**src/rtl/fifo_mem_prog.sv**
```systemverilog
// rtl/fifo_mem_prog.sv - parametrised single-clock FIFO with fill level, threshold and sticky errors
// Optional macro FIFO_MEM_FWFT_EN selects first-word fall-through reads; default is a 1-cycle registered read.
module fifo_mem_prog #(
  parameter int  DATA_W = 8,
  parameter int  DEPTH  = 16,
  localparam int ADDR_W = $clog2(DEPTH)
) (
  input  logic              clk,
  input  logic              rst_n,
  input  logic              wr,
  input  logic              rd,
  input  logic [DATA_W-1:0] data_in,
  input  logic [ADDR_W:0]   thresh_cfg,
  input  logic              clr_err,
  output logic [DATA_W-1:0] data_out,
  output logic [ADDR_W:0]   fifo_level,
  output logic              fifo_full,
  output logic              fifo_empty,
  output logic              fifo_threshold,
  output logic              fifo_overflow,
  output logic              fifo_underflow
);

  localparam logic [ADDR_W:0] DEPTH_L = (ADDR_W+1)'(DEPTH);

  logic [DATA_W-1:0] r_mem [DEPTH];
  logic [ADDR_W:0]   r_wr_ptr;
  logic [ADDR_W:0]   r_rd_ptr;
  logic [DATA_W-1:0] r_data_out;
  logic              r_overflow;
  logic              r_underflow;

  logic [ADDR_W:0]   w_level;
  logic              w_full;
  logic              w_empty;
  logic              w_rd_acc;
  logic              w_wr_acc;
  logic              w_ovf_set;
  logic              w_udf_set;
  logic [ADDR_W-1:0] w_wr_idx;
  logic [ADDR_W-1:0] w_rd_idx;

  // The wrap bit makes the pointer difference the occupancy, so full and empty stay distinct.
  assign w_level   = r_wr_ptr - r_rd_ptr;
  assign w_full    = (w_level == DEPTH_L);
  assign w_empty   = (w_level == '0);
  assign w_rd_acc  = rd & ~w_empty;
  assign w_wr_acc  = wr & (~w_full | rd);
  assign w_ovf_set = wr & w_full & ~rd;
  assign w_udf_set = rd & w_empty;
  assign w_wr_idx  = r_wr_ptr[ADDR_W-1:0];
  assign w_rd_idx  = r_rd_ptr[ADDR_W-1:0];

  // Storage is deliberately not reset; writes are blocked while rst_n is low.
  always_ff @(posedge clk) begin
    if (rst_n && w_wr_acc) begin
      r_mem[w_wr_idx] <= data_in;
    end
  end

  always_ff @(posedge clk) begin
    if (!rst_n) begin
      r_wr_ptr    <= '0;
      r_rd_ptr    <= '0;
      r_data_out  <= '0;
      r_overflow  <= 1'b0;
      r_underflow <= 1'b0;
    end else begin
      if (w_wr_acc) begin
        r_wr_ptr <= r_wr_ptr + 1'b1;
      end
      if (w_rd_acc) begin
        r_rd_ptr   <= r_rd_ptr + 1'b1;
        r_data_out <= r_mem[w_rd_idx];
      end
      // A new error event on the same edge as clr_err takes priority.
      if (w_ovf_set) begin
        r_overflow <= 1'b1;
      end else if (clr_err) begin
        r_overflow <= 1'b0;
      end
      if (w_udf_set) begin
        r_underflow <= 1'b1;
      end else if (clr_err) begin
        r_underflow <= 1'b0;
      end
    end
  end

`ifdef FIFO_MEM_FWFT_EN
  // Head entry is shown directly; r_data_out keeps the last popped word for the empty case.
  assign data_out = w_empty ? r_data_out : r_mem[w_rd_idx];
`else
  assign data_out = r_data_out;
`endif

  assign fifo_level     = w_level;
  assign fifo_full      = w_full;
  assign fifo_empty     = w_empty;
  assign fifo_threshold = (w_level >= thresh_cfg);
  assign fifo_overflow  = r_overflow;
  assign fifo_underflow = r_underflow;

endmodule

```
**config.mk**
```make
export PLATFORM = sky130hd
export DESIGN_NAME = fifo_mem_prog
export DESIGN_NICKNAME = d
export VERILOG_FILES = /design/src/rtl/fifo_mem_prog.sv
export SDC_FILE = /design/constraint.sdc
export NUM_CORES = 1
export LEC_CHECK = 0
export BUFFER_PORTS_ARGS = -buffer_cell sky130_fd_sc_hd__buf_4
export CORE_MARGIN = 8
export CORE_UTILIZATION = 54
export DETAILED_ROUTE_END_ITERATION = 12
export GPL_TIMING_DRIVEN = 0
export PLACE_DENSITY_LB_ADDON = 0.2
export REMOVE_ABC_BUFFERS = 1
export SLEW_MARGIN = 20
export SYNTH_ARGS = -nofsm -noshare
export SYNTH_HDL_FRONTEND = slang
export SYNTH_SLANG_ARGS = --single-unit
export TNS_END_PERCENT = 50
```
**constraint.sdc**
```tcl
create_clock -name clk -period 3.54 [get_ports clk]
set_input_delay 0.354 -clock clk [delete_from_list [all_inputs] [get_ports clk]]
set_output_delay 0.354 -clock clk [all_outputs]
set_load 0.01 [all_outputs]
```
Word level (Yosys, flattened, before mapping)
Memories as Yosys holds them, arrays and structs flattened. A register that Yosys moved wholly into a read port is not among the register bits. Cells that the tools add are included.

Add/subtract/negate cells: 3. Order comparisons: 1. Eq/ne operators: 1. Mux-type cells: 5. Bitwise gates (word level): 9. Reductions and logical operators: 5.

Operator list (count): $add 5x1->5 const B (2); $and 1x1->1 (5); $eq 5x5->1 const B (1); $ge 5x5->1 (1); $logic_not 5->1 (1); $mux 1 (5); $sub 5x5->5 (1); $reduce_bool 2->1 (2); $not 1->1 (3); $logic_and 1x1->1 (1); $logic_not 1->1 (1); $or 1x1->1 (1).

Register bits after elaboration: 12. Bits in writable memories: 128. Input port bits: 18. Logic and storage cells: 29. Memories kept: 1.

Memory list: r_mem (words 16, width 8, rd ports 1, clocked after Yosys merged registers in 1, wr ports 1, RTL line 26) `logic [DATA_W-1:0] r_mem [DEPTH];`.

Longest topological paths before layout
Depth after elaboration: 8. Gate-level depth with buffers: 12. Depth with buffers taken out: 10.

Worst setup path before layout
OpenSTA, ideal clock, no wires.

Path kind: register to register. Start: register r_wr_ptr[0]. End: memory r_mem[11][0], enable pin. Arrival time: 3.009 ns. Slack: 0.133 ns. Cell stages (with the launch flop): 10. Cells stage by stage: dfxtp_1 inv_1 ha_1 fa_1 xnor2_2 nor2_1 mux2i_4 nor3_4 buf_2 nor4b_1.

Longest elaborated chain between the ends: 8.

Ends and longest elaborated chain: start, declared (RTL line 27) `logic [ADDR_W:0] r_wr_ptr;`; start signal, assigned (RTL line 70) `r_wr_ptr <= r_wr_ptr + 1'b1;`; $sub 5x5->5 (RTL line 44) `assign w_level = r_wr_ptr - r_rd_ptr;`; named net fifo_level[2] (RTL line 16) `output logic [ADDR_W:0] fifo_level,`; $eq 5x5->1 (RTL line 45) `assign w_full = (w_level == DEPTH_L);`; $not 1->1 (RTL line 48) `assign w_wr_acc = wr & (~w_full | rd);`; $or 1x1->1 (RTL line 48); $and 1x1->1 (RTL line 48); $logic_and 1x1->1 (RTL line 56) `if (rst_n && w_wr_acc) begin`; $mux 1 (RTL line 56); $mux 1 (implied by the code) (RTL line 57) `r_mem[w_wr_idx] <= data_in;`; end, declared (RTL line 26).

The timed path passes the listed nets, and every way through them passes these cells.

Worst setup path after layout
Start: register r_rd_ptr[0]. End: memory r_mem[4][5], enable pin.

Longest elaborated chain between the ends: 8.

Ends and longest elaborated chain: start, declared (RTL line 28) `logic [ADDR_W:0] r_rd_ptr;`; start signal, assigned (RTL line 73) `r_rd_ptr <= r_rd_ptr + 1'b1;`; $sub 5x5->5 (RTL line 44); $eq 5x5->1 (RTL line 45); $not 1->1 (RTL line 48); $or 1x1->1 (RTL line 48); $and 1x1->1 (RTL line 48); $logic_and 1x1->1 (RTL line 56); $mux 1 (RTL line 56); $mux 1 (implied by the code) (RTL line 57).

Every way passes these cells.

==> flow_metrics.py <==
metrics = {
    "global_routing": {
        "grt_pass1_vias": 3423,
        "grt_first_pass_wirelength_mm": 19.53,
        "track_usage_pct": 18.08,
        "overflow": 0,
        "grt_antenna_before_repair": 0,
        "grt_max_degree": 36,
    },
    "placement": {
        "dp_slack_ns": -0.2176,
        "dp.cells": 529,
        "hpwl_mm": 8.164,
        "gp_congestion": 0.7279,
        "io_buffers": 35,
    },
    "route": {
        "ant_nets": 0,
        "avgRoutedWirePerCell_um": 21.91,
        "drc_errors": 0,
        "vias": 3340,
        "drt_iter0_drc": 281,
        "drt_wl_total_mm": 12.32,
        "firstDrtPassIters": 4,
        "viasPerCell": 5.943,
    },
    "die": {
        "die_h_um": 122.9,
        "ios": 36,
        "rows": 39,
        "die_area_um2": 15100,
        "start_util_pct": 54.75,
        "die_w_um": 122.9,
        "coreArea_um2": 11270,
    },
    "timing": {
        "setup_ws_ns": 0.1682,
        "hold_ws_ns": 0.2485,
        "rsz0062_at_grt": "true",
        "finalMaxSlewViolations": 0,
        "clock_skew_ns": 0.01334,
        "finalHoldViolations": 0,
        "slew_headroom_pct": 42.28,
        "setup_viol": 0,
        "fin_crit_ns": 3.372,
        "fmax_ghz": 0.2966,
        "worstMarginPinSlew_ns": 0.8611,
        "fin_crit_sh_pct": 95.25,
    },
    "finish": {
        "drive_gt1_share_pct": 33.17,
        "fin_cells": 562,
        "diodes": 0,
        "num-nets-final": 440,
        "area_growth_pct": 19.24,
    },
    "clock_tree": {
        "cts_max_level": 4,
        "clkLatencyLatePin_ns": 0.42,
        "cts_buffer_depth": 2,
        "clock_sinks": 148,
        "tritoncts": "done",
        "cts_made_buffers": 17,
        "clkTransAtPathRegs_ns": 0.06,
        "cts_hold_buf": 0,
        "clock-root-buffer": "clkbuf_16",
    },
    "setup_path": {
        "worstPathCellList": "buf_16 > ha_1 > fa_1 > inv_1 > nor4_2 > mux2i_4 > nor3_4 > nor4b_2 > buf_4",
        "critPathSlowestCell": "nor3_4",
        "crit_family": "simple AND/OR/NAND/NOR gates",
        "crit_fanout": 35,
        "endpoint_kind": "register",
        "cp-start-kind": "register",
        "slowest_delay_ns": 0.70,
        "worst-setup-path-type": "register to register",
        "crit_arrival_ns": 3.55,
        "crit_buf_inv": 3,
        "cp.required_ns": 3.72,
    },
    "yosys": {
        "avgSynthCellArea_um2": 17.33,
        "async_flop_share_pct": 0,
        "synth-edff-count": 128,
        "postSynthCellCount": 356,
        "ys_types": 44,
        "ys_ff_latch": 148,
        "synthFlopType": "edfxtp_1",
        "yosysMostFrequentCell": "edfxtp_1",
        "syn-cell-area_um2": 6171,
        "yosysWarnings": 0,
        "yosys-top-cells-area": "edfxtp_1 62%, mux4_2 12%, dfxtp_1 6.5%",
        "synth_top_area_share_pct": 62.29,
        "ys_seq_area_share_pct": 68.78,
        "synth_top_cells_by_count": "128 x edfxtp_1, 32 x mux4_2, 21 x nand2_1, 20 x dfxtp_1, 16 x o22ai_1",
        "yosysTopAreaCell": "edfxtp_1",
    },
    "power": {
        "leakagePower_nw": 2.472,
        "vdd_drop_max_mv": 0.5325,
        "power_density_nw_per_um2": 700.5,
        "power_w": 0.005155,
    },
    "run_status": {
        "outcome": "complete, no violations",
    },
    "min_path": {
        "hold_path_class": "primary input to register",
    },
    "flow_run": {
        "drv_cap": 0,
    },
}
## per-stage QoR
| stage | utilization (%) | area, µm² | TNS (ns) |
|---|---|---|---|
| after CTS | 65.01 | 7328 | 0 |
| after global routing | 65.28 | 7358 | -0.2426 |
| after global placement | 57.79 | 6514 | -282.07 |
| final | 65.28 | 7358 | 0 |
| after floorplan | - | 6072 | -98.43 |
| after detailed placement | 59.62 | 6720 | -18.61 |
## per-layer routing
metal  GRT usage (%)  wire (µm)
met5               0          0
met4           9.596        264
met3           4.932        885
met2           28.34       6161
met1           22.70       5003
## report_power, final
part	total [W]	internal, W	switching (W)
Clock	0.00181	0.00116	0.000645
Combinational	0.00130	0.000640	0.000662
Sequential	0.00205	0.00197	0.0000776
## flip-flops by register name (all words and copies together) (netlist names)
signal / cells
fifo_overflow: 1
r_wr_ptr: 5
fifo_underflow: 1
r_rd_ptr: 5
r_mem: 128
data_out: 8
## repair_timing
item                                    in CTS  in global routing
gates resized for setup                      2                  3
endpoints found under the setup margin     131                 43
setup buffers                                0                  1
pin swaps                                    1                  0
cloned                                       1                  0
hold endpoints to repair                     0                  0
## cell type report
| cell class | count | area (µm²) |
|---|---|---|
| Inverter | 13 | 48.80 |
| Clock inverter | 12 | 162.7 |
| Timing Repair Buffer | 49 | 377.9 |
| Clock buffer | 19 | 432.9 |
| Sequential cell | 148 | 4253 |
| Fill cell | 763 | 3914 |
| Tap cell | 143 | 178.9 |
| Multi-Input combinational cell | 178 | 1904 |
## placed cells by master (no fill, tap or decap), types with 4 or more instances in the layout
master / synthesis / layout
inv_1: 12 / 12
buf_4: 3 / 44
nor4_2: 1 / 4
nor2_1: 6 / 6
o22ai_1: 16 / 16
o21ai_0: 4 / 4
ha_1: 14 / 14
dfxtp_1: 20 / 17
nand3_1: 6 / 6
a21boi_1: 9 / 9
clkbuf_16: 0 / 17
nor4b_2: 0 / 8
edfxtp_1: 128 / 128
a21oi_1: 4 / 4
bufinv_16: 0 / 4
or3_1: 11 / 11
nor3_2: 0 / 5
mux4_2: 32 / 32
nor2b_1: 7 / 7
nand2_1: 21 / 21
buf_2: 4 / 4
## path summary, 6_finish.rpt
kind,from,to,slack [ns],cells after the start
hold / removal,data_in[6],r_mem[4][6],0.25,1
setup reg to reg,r_rd_ptr[0],r_mem[4][5],0.17,9
setup / recovery,r_rd_ptr[0],r_mem[4][5],0.17,9
hold reg to reg,data_out[5],data_out[5],0.45,2
## logic make-up (layout without fill, tap and decap cells)
logic type               after synthesis  after routing  share of synthesized area, %
multiplexers                          36             36                         12.53
AND/OR/NAND/NOR                       76             77                         7.016
XOR/XNOR                               6              6                         1.095
adder cells (fa/ha/maj)               15             15                         3.163
buffers and inverters                 31             93                         2.392
AO/OA/AOI/OAI                         44             44                         5.028
flip-flops                           148            148                         68.78
Power figures use the tool's default switching activity.
